==> src/rtl/logic_unit_pipe.sv <==
// Two-stage valid/ready bitwise logic unit: S1 registers the operands, S2 registers
// the result with its zero/parity flags. A saturating counter tallies delivered results.
module logic_unit_pipe #(
    parameter int WIDTH   = 8,
    parameter int COUNT_W = 16
) (
    input  logic               clk,
    input  logic               rst,
    input  logic               in_valid,
    output logic               in_ready,
    input  logic [2:0]         in_op,
    input  logic [WIDTH-1:0]   in_a,
    input  logic [WIDTH-1:0]   in_b,
    output logic               out_valid,
    input  logic               out_ready,
    output logic [WIDTH-1:0]   out_result,
    output logic [2:0]         out_op,
    output logic               out_zero,
    output logic               out_parity,
    input  logic               clr_count,
    output logic [COUNT_W-1:0] op_count
);

    localparam logic [2:0] OP_AND  = 3'd0;
    localparam logic [2:0] OP_OR   = 3'd1;
    localparam logic [2:0] OP_NAND = 3'd2;
    localparam logic [2:0] OP_NOR  = 3'd3;
    localparam logic [2:0] OP_XOR  = 3'd4;
    localparam logic [2:0] OP_XNOR = 3'd5;
    localparam logic [2:0] OP_NOTA = 3'd6;

    logic               s1_valid_reg;
    logic [2:0]         s1_op_reg;
    logic [WIDTH-1:0]   s1_a_reg;
    logic [WIDTH-1:0]   s1_b_reg;
    logic               s2_valid_reg;
    logic [WIDTH-1:0]   s2_result_reg;
    logic [2:0]         s2_op_reg;
    logic               s2_zero_reg;
    logic               s2_parity_reg;
    logic [COUNT_W-1:0] count_reg;

    logic [WIDTH-1:0]   result_next;
    logic               s2_load;
    logic               in_fire;
    logic               out_fire;

    function automatic logic gate_bit(input logic [2:0] op, input logic a, input logic b);
        logic r;
        r = a;
        case (op)
            OP_AND:  r = a & b;
            OP_OR:   r = a | b;
            OP_NAND: r = ~(a & b);
            OP_NOR:  r = ~(a | b);
            OP_XOR:  r = a ^ b;
            OP_XNOR: r = ~(a ^ b);
            OP_NOTA: r = ~a;
            default: r = a;
        endcase
        return r;
    endfunction

    generate
        for (genvar gi = 0; gi < WIDTH; gi++) begin : g_bit
            assign result_next[gi] = gate_bit(s1_op_reg, s1_a_reg[gi], s1_b_reg[gi]);
        end
    endgenerate

    // in_ready depends on out_ready through s2_load so a full pipe still streams at 1 beat/cycle.
    assign s2_load  = s1_valid_reg && (!s2_valid_reg || out_ready);
    assign in_ready = !rst && (!s1_valid_reg || s2_load);
    assign in_fire  = in_valid && in_ready;
    assign out_fire = s2_valid_reg && out_ready;

    always_ff @(posedge clk) begin
        if (rst) begin
            s1_valid_reg <= 1'b0;
            s1_op_reg    <= '0;
            s1_a_reg     <= '0;
            s1_b_reg     <= '0;
        end else if (in_fire) begin
            s1_valid_reg <= 1'b1;
            s1_op_reg    <= in_op;
            s1_a_reg     <= in_a;
            s1_b_reg     <= in_b;
        end else if (s2_load) begin
            s1_valid_reg <= 1'b0;
        end
    end

    always_ff @(posedge clk) begin
        if (rst) begin
            s2_valid_reg  <= 1'b0;
            s2_result_reg <= '0;
            s2_op_reg     <= '0;
            s2_zero_reg   <= 1'b0;
            s2_parity_reg <= 1'b0;
        end else if (s2_load) begin
            s2_valid_reg  <= 1'b1;
            s2_result_reg <= result_next;
            s2_op_reg     <= s1_op_reg;
            s2_zero_reg   <= (result_next == '0);
            s2_parity_reg <= ^result_next;
        end else if (out_fire) begin
            s2_valid_reg  <= 1'b0;
        end
    end

    // Clear takes priority over a coincident handshake.
    always_ff @(posedge clk) begin
        if (rst || clr_count) begin
            count_reg <= '0;
        end else if (out_fire && (count_reg != {COUNT_W{1'b1}})) begin
            count_reg <= count_reg + 1'b1;
        end
    end

    assign out_valid  = s2_valid_reg;
    assign out_result = s2_result_reg;
    assign out_op     = s2_op_reg;
    assign out_zero   = s2_zero_reg;
    assign out_parity = s2_parity_reg;
    assign op_count   = count_reg;

endmodule

==> config.mk <==
export PLATFORM = sky130hd
export DESIGN_NAME = logic_unit_pipe
export DESIGN_NICKNAME = d
export VERILOG_FILES = /design/src/rtl/logic_unit_pipe.sv
export SDC_FILE = /design/constraint.sdc
export NUM_CORES = 1
export LEC_CHECK = 0
export ABC_CLOCK_PERIOD_IN_PS = 5800
export CAP_MARGIN = 0
export CORE_ASPECT_RATIO = 1.1
export CORE_MARGIN = 2
export CORE_UTILIZATION = 40
export CTS_BUF_LIST = sky130_fd_sc_hd__clkbuf_16
export DETAILED_ROUTE_END_ITERATION = 12
export REMOVE_ABC_BUFFERS = 1
export SYNTH_ARGS = -nofsm -noshare
export SYNTH_HDL_FRONTEND = slang
export SYNTH_SLANG_ARGS = --single-unit
==> constraint.sdc <==
create_clock -name clk -period 5.8 [get_ports clk]
set_input_delay 1.16 -clock clk [delete_from_list [all_inputs] [get_ports clk]]
set_output_delay 1.16 -clock clk [all_outputs]
set_load 0.01 [all_outputs]
==> flow_metrics.py <==
metrics = {
    "clocking": {
        "htree_levels": 2,
        "cts_buffer_depth": 2,
        "cts_num_sinks": 50,
        "hold_buffers": 0,
        "cts_setup_buffers": 0,
        "root_buffer": "clkbuf_16",
        "ctsResizeCount": 0,
        "insertion_delay_ps": 300,
        "clk_pin_slew_worst_paths_ps": 80,
        "cts_tree": "done",
        "cts_buffers": 5,
    },
    "timing": {
        "fin_skew_ps": 6.33,
        "finalCritPeriodShare": 0.646,
        "rsz0062_at_grt": "no",
        "worstMarginPinSlew_ps": 1040,
        "finalHoldViolations": 0,
        "final_max_slew_viol_count": 0,
        "finalCriticalPeriod_ps": 3750,
        "finalSetupViolCount": 0,
        "max_freq_mhz": 267,
        "setup_tns_ps": 0,
        "max-slew-margin-rel": 0.307,
    },
    "synth": {
        "ys_seq_elements": 50,
        "ys_types": 56,
        "synth_top_flop_cell": "dfxtp_1",
        "yosysMostFrequentCell": "dfxtp_1",
        "syn_avg_cell_area_um2": 8.47,
        "synth_edf_count": 0,
        "synthTopCellsByArea": "dfxtp_1, ha_1, mux2i_1",
        "syn-cell-area_mm2": 0.00318,
        "synth_warnings": 0,
        "yosys-top-cells-count": "dfxtp_1, inv_1, nand2_1, mux2i_1, o21ai_0",
        "synth_top_area_share": 0.314,
        "async_flop_share": 0,
        "seq_area_frac_synth": 0.314,
        "synth_top_area_cell": "dfxtp_1",
        "synth_cells": 376,
    },
    "setup_path": {
        "r2r-end": "out_parity",
        "arrival_ps": 2590,
        "critPathSlowestCell": "clkdlybuf4s50_1",
        "cp.required_ps": 4640,
        "r2r_cells": 8,
        "critical_path_peak_fanout": 6,
        "r2r_start": "s1_op_reg[1]",
        "end_kind": "primary output",
        "worst_path_most_repeated_cell": "clkdlybuf4s50_1",
        "setup.worst_path.class": "in -> out",
        "timing.reg2reg.setup_slack_ps": 3230,
        "critPathLaunchType": "primary input",
        "slowest_delay_ps": 590,
        "crit_chain": "clkdlybuf4s50_1, nor2b_1, a21oi_1, clkdlybuf4s50_1",
        "crit_family": "buffers and inverters",
        "critical_path_buf_inv_count": 2,
    },
    "run_status": {
        "status": "finished clean",
    },
    "power": {
        "vdd_ir_drop_max_mv": 0.139,
        "combPwrFrac": 0.201,
        "p_sw_frac": 0.286,
        "seqPwrFrac": 0.442,
        "p_int_mw": 0.611,
        "power.density_mw_per_mm2": 220,
        "clockPowerShare": 0.357,
        "switchingPower_mw": 0.245,
        "leakage_nw": 1.42,
    },
    "floorplan": {
        "coreArea_mm2": 0.00783,
        "initial_utilization": 0.407,
        "ios": 55,
        "die_h_um": 97.6,
        "die-area_mm2": 0.00869,
        "dieWidth_um": 89.1,
        "num_rows": 34,
    },
    "global_routing": {
        "grt_pass1_wl_mm": 11.7,
        "grt-ovfl-total": 0,
        "grt_antenna_before_repair": 0,
        "grt_start_max_net_pins": 52,
        "globalRouteTotalUtil": 0.165,
        "first_global_vias": 2563,
    },
    "cells_and_area": {
        "syn2layout_area_growth_pct": 22.2,
        "nets": 460,
        "stdcell_count": 524,
        "multiInputGateArea_mm2": 0.00189,
        "layout.area.seq_mm2": 0.00100,
        "n_antenna_cell": 0,
        "largest_reg_flops": 16,
        "fill_cells": 792,
        "drive_above_1_share": 0.0625,
    },
    "min_path": {
        "holdPathEnd": "out_op[0]",
        "min_path_cells": 2,
        "worstHoldPathType": "reg -> reg",
        "hp-start": "out_op[0]",
    },
    "route": {
        "wl_mm": 7.09,
        "first_iter_violations": 83,
        "vias": 2759,
        "drtPass1Iterations": 4,
        "drc_errors": 0,
        "routedWlPerCell_um": 13.5,
        "postRouteAntennaNets": 0,
        "routed_via_density": 5.27,
    },
    "placed_design": {
        "dp_hpwl_mm": 4.96,
        "dp.cells": 516,
        "io_buffers": 54,
        "routabilityCongestion": 0.839,
    },
    "run": {
        "cap_violations": 0,
    },
}
==> worst register-to-register path: stages (launching register included) <==
cell and delay [ps]:
dfxtp_1 900, nor2b_1 250, nor3_1 70, nor3b_1 400, nor2_1 100, ha_1 290, xnor2_1 190, xnor2_1 80
a211oi_1 210
==> power by group through the flow <==
stage / combinational, mW / sequential [mW] / clock, mW
6_report: 0.172 / 0.379 / 0.306
5_1_grt: 0.194 / 0.382 / 0.327
4_1_cts: 0.174 / 0.379 / 0.313
3_5_place_dp: 0.174 / 0.387 / 0
3_3_place_gp: 0.168 / 0.386 / 0
2_1_floorplan: 0.108 / 0.389 / 0
==> layout make-up <==
cell class	count	area share
Clock buffer	5	0.0322
Clock inverter	3	0.00643
Inverter	43	0.0415
Multi-Input combinational cell	259	0.485
Sequential cell	50	0.257
Tap cell	108	0.0347
Timing Repair Buffer	56	0.143
==> layout by cell type (no fill, tap or decap), types with 3 or more instances in the layout <==
cell / instances
clkdlybuf4s50_1: 54
nand2b_1: 3
nand3b_1: 19
nor2_1: 16
or3_1: 14
clkbuf_16: 5
mux2i_1: 26
o21ai_0: 23
a32oi_1: 4
o32ai_1: 3
nand2_1: 34
a31o_2: 3
and2_1: 3
mux2_2: 3
a31oi_1: 3
ha_1: 21
a21oi_1: 15
nand4_1: 4
nor2b_1: 6
and4_1: 3
a211o_1: 3
a211oi_1: 10
a221oi_1: 3
dfxtp_1: 50
xnor2_1: 5
nor3b_1: 4
inv_1: 42
nand3_1: 4
==> stage by stage <==
step / hold WS, ps / power (mW) / setup slack (ps) / instance area (um^2) / utilization
CTS: 465 / 0.866 / 2060 / 3890 / 0.497
detailed placement: 454 / 0.561 / 2060 / 3740 / 0.478
floorplan: 470 / 0.497 / 3040 / 3050 / -
global placement: 451 / 0.555 / 2080 / 3740 / 0.478
finish: 463 / 0.856 / 2050 / 3890 / 0.497
global route: 501 / 0.903 / 1990 / 3890 / 0.497
==> layer usage <==
layer  global-route usage  wire length [um]  part of all wire  up-vias
met2                0.273              3310              0.47       47
met1                0.214              3420              0.48     1292
li1                     -                 -                 -     1413
met3               0.0348               267             0.038        7
met4               0.0494                90             0.013        0
met5                    0                 0                 0        -
==> logic make-up after synthesis <==
logic type               after synthesis  synth area share
AO/OA/AOI/OAI                         83             0.176
flip-flops                            50             0.314
buffers and inverters                 67            0.0931
multiplexers                          30            0.0994
adder cells (fa/ha/maj)               21            0.0825
XOR/XNOR                               5            0.0138
AND/OR/NAND/NOR                      120             0.220
==> worst max-delay path by stage <==
stage	slack, ps	start	cells after the start	to
after floorplan	3040	s1_op_reg[2]	7	out_parity
after global placement	2080	out_ready	4	in_ready
after detailed placement	2060	out_ready	4	in_ready
after CTS	2060	out_ready	4	in_ready
after global routing	1990	out_ready	4	in_ready
final	2050	out_ready	4	in_ready
(Power assumes the default switching activity.)
